File: src/rtl/demux_stream_scheduler_pkg.sv
// Shared definitions for the demux stream scheduler and its lane picker.
//   N_LANES / SEL_W : lane count and lane-index width
//   state_t         : holding-register occupancy (IDLE = empty, BUSY = word held)
//   MODE_RR/FIXED   : values of the mode input
//   lane_onehot()   : lane index -> one-hot lane mask
package demux_stream_scheduler_pkg;
   localparam int N_LANES = 8;
   localparam int SEL_W   = 3;

   localparam logic MODE_RR    = 1'b0;
   localparam logic MODE_FIXED = 1'b1;

   typedef enum logic {IDLE = 1'b0, BUSY = 1'b1} state_t;

   function automatic logic [N_LANES-1:0] lane_onehot(input logic [SEL_W-1:0] sel);
      logic [N_LANES-1:0] oh;
      oh = '0;
      oh[sel] = 1'b1;
      return oh;
   endfunction
endpackage

File: src/rtl/demux_rr_pick.sv
// Rotating-priority picker: returns the first set bit of mask, searching
// upward from ptr and wrapping modulo N_LANES.
//   mask : candidate lanes
//   ptr  : highest-priority lane this cycle
//   sel  : chosen lane (equals ptr when nothing is set)
//   any  : at least one lane in mask is set
module demux_rr_pick
   import demux_stream_scheduler_pkg::*;
(
   input  logic [N_LANES-1:0] mask,
   input  logic [SEL_W-1:0]   ptr,
   output logic [SEL_W-1:0]   sel,
   output logic               any
);
   logic [SEL_W-1:0] idx;
   logic             found;

   always_comb begin
      sel   = ptr;
      found = 1'b0;
      idx   = ptr;
      for (int i = 0; i < N_LANES; i++) begin
         idx = ptr + SEL_W'(i);   // natural wrap of the 3-bit index
         if (!found && mask[idx]) begin
            sel   = idx;
            found = 1'b1;
         end
      end
   end

   assign any = |mask;
endmodule

File: src/rtl/demux_stream_scheduler.sv
// Schedules one valid/ready input stream onto eight demux lanes through a
// one-entry holding register. Words go round-robin over enabled lanes
// (mode = 0) or to dest_sel (mode = 1).
//   clk, rst_n          : clock, async active-low reset
//   in_valid/in_data    : upstream word, in_ready back-pressure
//   mode, dest_sel      : routing policy, fixed destination
//   lane_en             : lanes allowed to receive new words
//   out_valid/out_data  : one-hot lane valid, shared held word
//   out_ready           : per-lane consumer ready
//   cur_sel             : lane of the held word
//   xfer_cnt            : completed output handshakes (wraps)
module demux_stream_scheduler
   import demux_stream_scheduler_pkg::*;
#(
   parameter int DATA_W = 8,
   parameter int CNT_W  = 16
) (
   input  logic              clk,
   input  logic              rst_n,
   input  logic              in_valid,
   input  logic [DATA_W-1:0] in_data,
   output logic              in_ready,
   input  logic              mode,
   input  logic [2:0]        dest_sel,
   input  logic [7:0]        lane_en,
   output logic [7:0]        out_valid,
   output logic [DATA_W-1:0] out_data,
   input  logic [7:0]        out_ready,
   output logic [2:0]        cur_sel,
   output logic [CNT_W-1:0]  xfer_cnt
);
   state_t           state, state_nxt;
   logic [SEL_W-1:0] ptr;
   logic [SEL_W-1:0] rr_sel, tgt;
   logic             rr_any, tgt_ok;
   logic             ofire, accept;

   demux_rr_pick u_pick (
      .mask (lane_en),
      .ptr  (ptr),
      .sel  (rr_sel),
      .any  (rr_any)
   );

   // Target is recomputed every cycle; the held word's lane is frozen in
   // cur_sel, so mode/dest_sel/lane_en changes only steer the next accept.
   always_comb begin
      tgt    = rr_sel;
      tgt_ok = rr_any;
      if (mode == MODE_FIXED) begin
         tgt    = dest_sel;
         tgt_ok = lane_en[dest_sel];
      end
   end

   assign ofire    = (state == BUSY) && out_ready[cur_sel];
   // Gated by rst_n so upstream sees no ready while reset is held.
   assign in_ready = rst_n && tgt_ok && ((state == IDLE) || ofire);
   assign accept   = in_valid && in_ready;

   always_ff @(posedge clk or negedge rst_n) begin
      if (!rst_n) state <= IDLE;
      else        state <= state_nxt;
   end

   always_comb begin
      state_nxt = state;
      case (state)
         IDLE: if (accept) state_nxt = BUSY;
         BUSY: if (ofire && !accept) state_nxt = IDLE;
         default: state_nxt = IDLE;
      endcase
   end

   // Holding register; a simultaneous drain and accept refills it in place
   // for 1 word/clk throughput.
   always_ff @(posedge clk or negedge rst_n) begin
      if (!rst_n) begin
         out_valid <= '0;
         out_data  <= '0;
         cur_sel   <= '0;
         ptr       <= '0;
      end else if (accept) begin
         out_valid <= lane_onehot(tgt);
         out_data  <= in_data;
         cur_sel   <= tgt;
         if (mode == MODE_RR) ptr <= tgt + SEL_W'(1);
      end else if (ofire) begin
         out_valid <= '0;
      end
   end

   always_ff @(posedge clk or negedge rst_n) begin
      if (!rst_n)     xfer_cnt <= '0;
      else if (ofire) xfer_cnt <= xfer_cnt + CNT_W'(1);
   end
endmodule

File: config.mk
export PLATFORM = sky130hd
export DESIGN_NAME = demux_stream_scheduler
export DESIGN_NICKNAME = d
export VERILOG_FILES = /design/src/rtl/demux_stream_scheduler_pkg.sv /design/src/rtl/demux_rr_pick.sv /design/src/rtl/demux_stream_scheduler.sv
export SDC_FILE = /design/constraint.sdc
export NUM_CORES = 1
export LEC_CHECK = 0
export ABC_CLOCK_PERIOD_IN_PS = 4600
export CELL_PAD_IN_SITES_DETAIL_PLACEMENT = 1
export CELL_PAD_IN_SITES_GLOBAL_PLACEMENT = 1
export CORE_MARGIN = 1
export CORE_UTILIZATION = 39
export CTS_CLUSTER_DIAMETER = 150
export CTS_CLUSTER_SIZE = 24
export DETAILED_ROUTE_END_ITERATION = 10
export PLACE_DENSITY = 0.9
export SYNTH_ARGS = -nofsm -noshare
export SYNTH_HDL_FRONTEND = slang
export SYNTH_HIERARCHICAL = 1
export SYNTH_SLANG_ARGS = --single-unit
File: constraint.sdc
create_clock -name clk -period 4.6 [get_ports clk]
set_clock_uncertainty 0.1 [all_clocks]
set_input_delay 0.46 -clock clk [delete_from_list [all_inputs] [get_ports clk]]
set_output_delay 0.46 -clock clk [all_outputs]
set_load 0.005 [all_outputs]
==> results_dict.tcl, run 1 <==
set metrics [dict create \
    place_inst 419 \
    power_frac_clock 0.112 \
    hpwl_microns 5930 \
    regArea_sq_um 976 \
    layout_min_cycle_time_ns 4.31 \
    clock_latency_ns 0.30 \
    finalHoldViolCount 0 \
    cts_tree "built" \
    dieWidth_microns 87.9 \
    wl_per_cell_microns 19.6 \
    antenna_cells 0 \
    grt_start_max_net_pins 41 \
    post-route-period-util 0.936 \
    postRouteAntennaNets 0 \
    drive_above_1_share 0.139 \
    antenna_found_initial 0 \
    r2r-start "ptr[0]" \
    drc 0 \
    netlist_area_sq_um 2880 \
    rsz0062_at_grt "no" \
    power.internal_mw 1.47 \
    ir_drop_v 0.000323 \
    gr-max-usage-layer "met2" \
    cts_hold_buf 0 \
    path_cells "inv_1, ha_1, mux4_1, mux2i_1, a32oi_1, nor2b_1, o211ai_1, a32oi_1, inv_1, o21ai_0, and2_1, nand2_1, o21ai_0" \
    switching_share 0.440 \
    yosys.area.top_type "dfrtp_1" \
    nNetsFinal 365 \
    power_density_nw_per_um2 713 \
    cts_resized 0 \
    layout.cells.non_filler 427 \
    grt_overflow_total 0 \
    reg2reg_slack_ns 0.29 \
    comb_power_share 0.663 \
    ys_seq_area_frac 0.339 \
    setup_viol 0 \
    synthesis.nets 302 \
    tightest_slew_ns 1.11 \
    htree_levels 2 \
    r2r_end "out_valid[7]" \
    yosysWarnings 6 \
    crit_fanout 14 \
    grt_usage 0.235 \
    r2r_cells 13 \
    endpoint_kind "flop" \
    clk_pin_slew_ns 0.09 \
    hp-class "primary input to asynchronous set/reset pin" \
    fmax_mhz 232 \
    pin_count 67 \
    clkSinkCount 39 \
    place.gp.congestion 0.863 \
    drtPass1Iterations 4 \
    port_buffers 66 \
    tns_ns 0 \
    critPathLaunchType "flop" \
    drv_slew 0 \
    grt_use_met2 0.421 \
    rows 30 \
    crit_arrival_ns 4.37 \
    wl_microns 8380 \
    synth_area_leaders "dfrtp_1, mux4_2, mux2_2" \
    total_power_mw 2.63 \
    slew_headroom 0.255 \
    vias_per_cell 5.79 \
    drtIter0Drc 81 \
    ys_types 51 \
    crit_type "flop to flop" \
    route.vias.total 2471 \
    clk_path_buf_depth 2 \
    syn_to_final_growth_pct 28.4 \
    use_met1 0.279 \
    cts_setup_buffers 0 \
    grt_pass1_vias 2748 \
    die_h_microns 87.9 \
    fill_cells 774 \
    synth-async-reset-ratio 1.00 \
    fp.coreArea_sq_um 6940 \
    initial_core_util 0.414 \
    dieArea_sq_um 7720 \
    synth_edf_count 0 \
    clockRootBuffer "clkbuf_8" \
    hold_ws_ns 0.158 \
    max_stage_delay_ns 0.68 \
    synth_flop_cell "dfrtp_1" \
    crit_slowest_cell "ha_1" \
    ys_ff_latch 39 \
    critical_path_required_ns 4.67 \
    seqPwrFrac 0.225 \
    numCtsBuffers 5 \
    p_sw_mw 1.16 \
    grt_pass1_wl_microns 13900 \
    synth_area_per_cell_sq_um 10.8 \
    status "completed" \
    use_met3 0.0415 \
    yosys.area.top_type_share 0.339 \
    syn_inst 267 \
    p_leak_nw 1.51 \
    multi_input_comb_area_sq_um 1750 \
    max-cap-violations 0 \
]
metal layers:
metal	wire [microns]	vias to the layer above
met5	0	-
met4	174	0
met3	411	16
met2	4280	73
met1	3520	1246
li1	-	1136
cells in the mapped netlist (7+ instances only):
cell type,n
o21ai_0,14
o211ai_1,10
xor2_1,12
nand4_1,7
dfrtp_1,39
mux2_2,15
nand2_1,20
nor3_1,8
nor2b_1,7
mux4_2,8
nor2_1,10
mux2i_1,11
xnor2_1,8
inv_1,12
nor4_1,8
layout make-up:
type	instances	area share
Clock inverter	3	0.0119
Inverter	12	0.0122
Multi-Input combinational cell	202	0.475
Clock buffer	5	0.0186
Tap cell	96	0.0325
Timing Repair Buffer	70	0.186
Sequential cell	39	0.264
power groups by stage:
stage          Combinational (mW)  Clock (mW)  Sequential, mW
2_1_floorplan                1.25           0           0.560
3_3_place_gp                 1.64           0           0.579
3_5_place_dp                 1.72           0           0.590
4_1_cts                      1.74       0.293           0.594
5_1_grt                      1.89       0.311           0.612
6_report                     1.74       0.294           0.593
kinds of logic after synthesis:
logic type | share of synthesized area
buffers and inverters | 0.0513
xor gates and xnor gates | 0.0762
muxes | 0.257
AOI/OAI and AO/OA | 0.118
adders and majority gates | 0.0174
and+or+nand+nor | 0.141
DFF | 0.339
worst max-delay path: cells and delay by family, from the launching register on:
family,cells,cell delay [ns]
AO/OA/AOI/OAI,5,1.37
adder cells (fa/ha/maj),1,0.68
buffers and inverters,2,0.21
flip-flops,1,0.36
multiplexers,2,0.85
AND/OR/NAND/NOR,3,0.61
flip-flops by register name (all words and copies together) (netlist names):
name       cells
cur_sel        3
xfer_cnt      16
ptr            3
out_data       8
state          1
out_valid      8
worst max path at each step:
stage	endpoint	cells past startpoint	slack [ns]	start
6_report	out_valid[7]	13	0.29	ptr[0]
4_1_cts	out_valid[7]	13	0.34	ptr[0]
2_1_floorplan	ptr[2]	15	1.01	ptr[0]
3_3_place_gp	ptr[2]	13	0.69	ptr[0]
5_1_grt	ptr[2]	13	0.10	ptr[0]
3_5_place_dp	ptr[2]	13	0.41	ptr[0]
per-stage QoR:
step / util / cell area [sq um] / setup WS (ns)
final: 0.532 / 3690 / 0.295
after global routing: 0.532 / 3690 / 0.100
after CTS: 0.532 / 3690 / 0.339
after detailed placement: 0.515 / 3580 / 0.413
after global placement: 0.515 / 3580 / 0.686
after floorplan: - / 2880 / 1.01
placed cells by master, fill, tap and decap left out, drive strengths merged, types with 3 or more instances in the layout:
cell / n
nor2: 10
inv: 12
xor2: 12
nand3: 6
nor2b: 7
nor4: 8
buf: 5
nand2: 20
clkbuf: 5
mux4: 14
a32oi: 3
a21oi: 6
dfrtp: 39
a31oi: 4
o21ai: 15
mux2i: 15
ha: 4
mux2: 18
a22oi: 3
clkdlybuf4s50: 65
nor3: 8
nand4: 7
o211ai: 10
xnor2: 10
No activity file was read; power rests on OpenSTA's default activity.
==> run 2, diff against run 1 <==
CORE_UTILIZATION = 35   (was 39)
PLACE_DENSITY = 0.83   (was 0.9)
==> run 2 against run 1 <==
  * Worst setup slack better by 0.15 ns
  * Routed wire length is 5.9% lower
  * Count of clock-buffer cells in the layout is 2 higher
  * Die area is 11% higher
  * Utilization is 6.3 points lower
  * Global-route usage is 4.1 points lower
  * Maximum frequency is 3.7% higher
  * Critical path type unchanged
  * Highest routed layer unchanged
==> results_dict.tcl, run 2 (same netlist as run 1, synthesis figures left out) <==
set metrics [dict create \
    pin_count 67 \
    ir_drop_v 0.000334 \
    crit_fanout 14 \
    initial_core_util 0.366 \
    postRouteAntennaNets 0 \
    crit_buf_inv 2 \
    drv_slew 0 \
    cts_setup_buffers 0 \
    stdcell_area_sq_um 3670 \
    antenna_cells 0 \
    top_register "xfer_cnt" \
    cts_resized 0 \
    r2r_cells 13 \
    layout_min_cycle_time_ns 4.15 \
    drtIter0Drc 68 \
    clk_path_buf_depth 2 \
    place_inst 426 \
    crit_arrival_ns 4.23 \
    layout_common_cells "clkdlybuf4s50_1, dfrtp_1, nand2_1" \
    critPathLaunchType "flop" \
    layout.cells.non_filler 434 \
    path_delay_family "multiplexers" \
    tightest_slew_ns 0.718 \
    power_density_nw_per_um2 695 \
    finalHoldViolCount 0 \
    htree_levels 2 \
    max-cap-violations 0 \
    status "completed" \
    clkSinkCount 39 \
    dp_slack_ns 0.427 \
    path_cells "inv_1, ha_1, mux4_1, mux2i_1, a32oi_1, nor3_1, a21oi_1, a32oi_1, inv_1, o21ai_0, ha_1, xnor2_1, mux2_2" \
    cts_hold_buf 0 \
    reg_top3 "xfer_cnt x16, out_data x8, out_valid x8" \
    layout_commonest_cell "clkdlybuf4s50_1" \
    clock_latency_ns 0.29 \
    clockRootBuffer "clkbuf_8" \
    place.gp.congestion 0.826 \
    grt_pass1_vias 2641 \
    wl_per_cell_microns 18.2 \
    grt_start_max_net_pins 41 \
    die_h_microns 92.6 \
    endpoint_kind "flop" \
    hp-class "primary input to asynchronous set/reset pin" \
    setup_ws_ns 0.448 \
    max_stage_delay_ns 0.68 \
    drc 0 \
    wl_microns 7890 \
    dieWidth_microns 92.6 \
    total_power_mw 2.55 \
    largest_reg_flops 16 \
    hold_ws_ns 0.176 \
    numCtsBuffers 5 \
    p_leak_nw 1.50 \
    grt_overflow_total 0 \
    setup_viol 0 \
    syn_to_final_growth_pct 27.8 \
    crit_slowest_cell "ha_1" \
    drive_above_1_share 0.136 \
    vias_per_cell 5.63 \
    slew_headroom 0.521 \
    fmax_mhz 241 \
    clk_pin_slew_ns 0.07 \
    critical_path_required_ns 4.68 \
    nNetsFinal 366 \
    dieArea_sq_um 8580 \
    crit_type "flop to flop" \
    antenna_found_initial 0 \
    post-route-period-util 0.903 \
    cts_tree "built" \
    fin_util 0.468 \
    drtPass1Iterations 4 \
    postPlaceCellArea_sq_um 3590 \
    rsz0062_at_grt "no" \
    grt_pass1_wl_microns 13400 \
    rows 32 \
    port_buffers 66 \
    route.vias.total 2443 \
    path_depth 13 \
    grt_usage 0.193 \
    hpwl_microns 5680 \
    tns_ns 0 \
    fp.coreArea_sq_um 7850 \
]
-- run 2: report_power, final --
part | internal, mW | total, mW | switching [mW]
Combinational | 0.859 | 1.74 | 0.882
Clock | 0.107 | 0.224 | 0.118
Sequential | 0.457 | 0.587 | 0.130
Total | 1.42 | 2.55 | 1.13
-- run 2: metal layers --
metal  vias up  part of all wire  routed length (microns)  GRT usage
li1       1131                 -                        -          -
met1      1265              0.45                     3540      0.249
met2        42              0.51                     4020      0.340
met3         5             0.036                      282     0.0361
met4         0            0.0065                       51     0.0359
met5         -                 0                        0          0
-- run 2: final cells by class --
cell class | count | area, sq um
well taps | 102 | 128
repair buffers | 71 | 693
inverters | 12 | 45.0
flip-flops and latches | 39 | 976
multi-input cells | 202 | 1750
clock buffers | 7 | 76.3
fillers | 899 | 4170
clock inverters | 1 | 5.00
-- run 2: final timing paths --
path,start,end,slack (ns)
setup / recovery,ptr[0],ptr[2],0.45
hold / removal,rst_n,out_valid[2],0.18
setup reg to reg,ptr[0],ptr[2],0.45
hold reg to reg,xfer_cnt[15],xfer_cnt[15],0.37
max in group asynchronous,rst_n,out_valid[7],3.85
min in group clk,xfer_cnt[15],xfer_cnt[15],0.37
==> run 3, diff against run 2 <==
CAP_MARGIN = 5   (was not set)
==> results of run 3 <==
The final DEF is identical to that of run 2; final timing and power are the same.
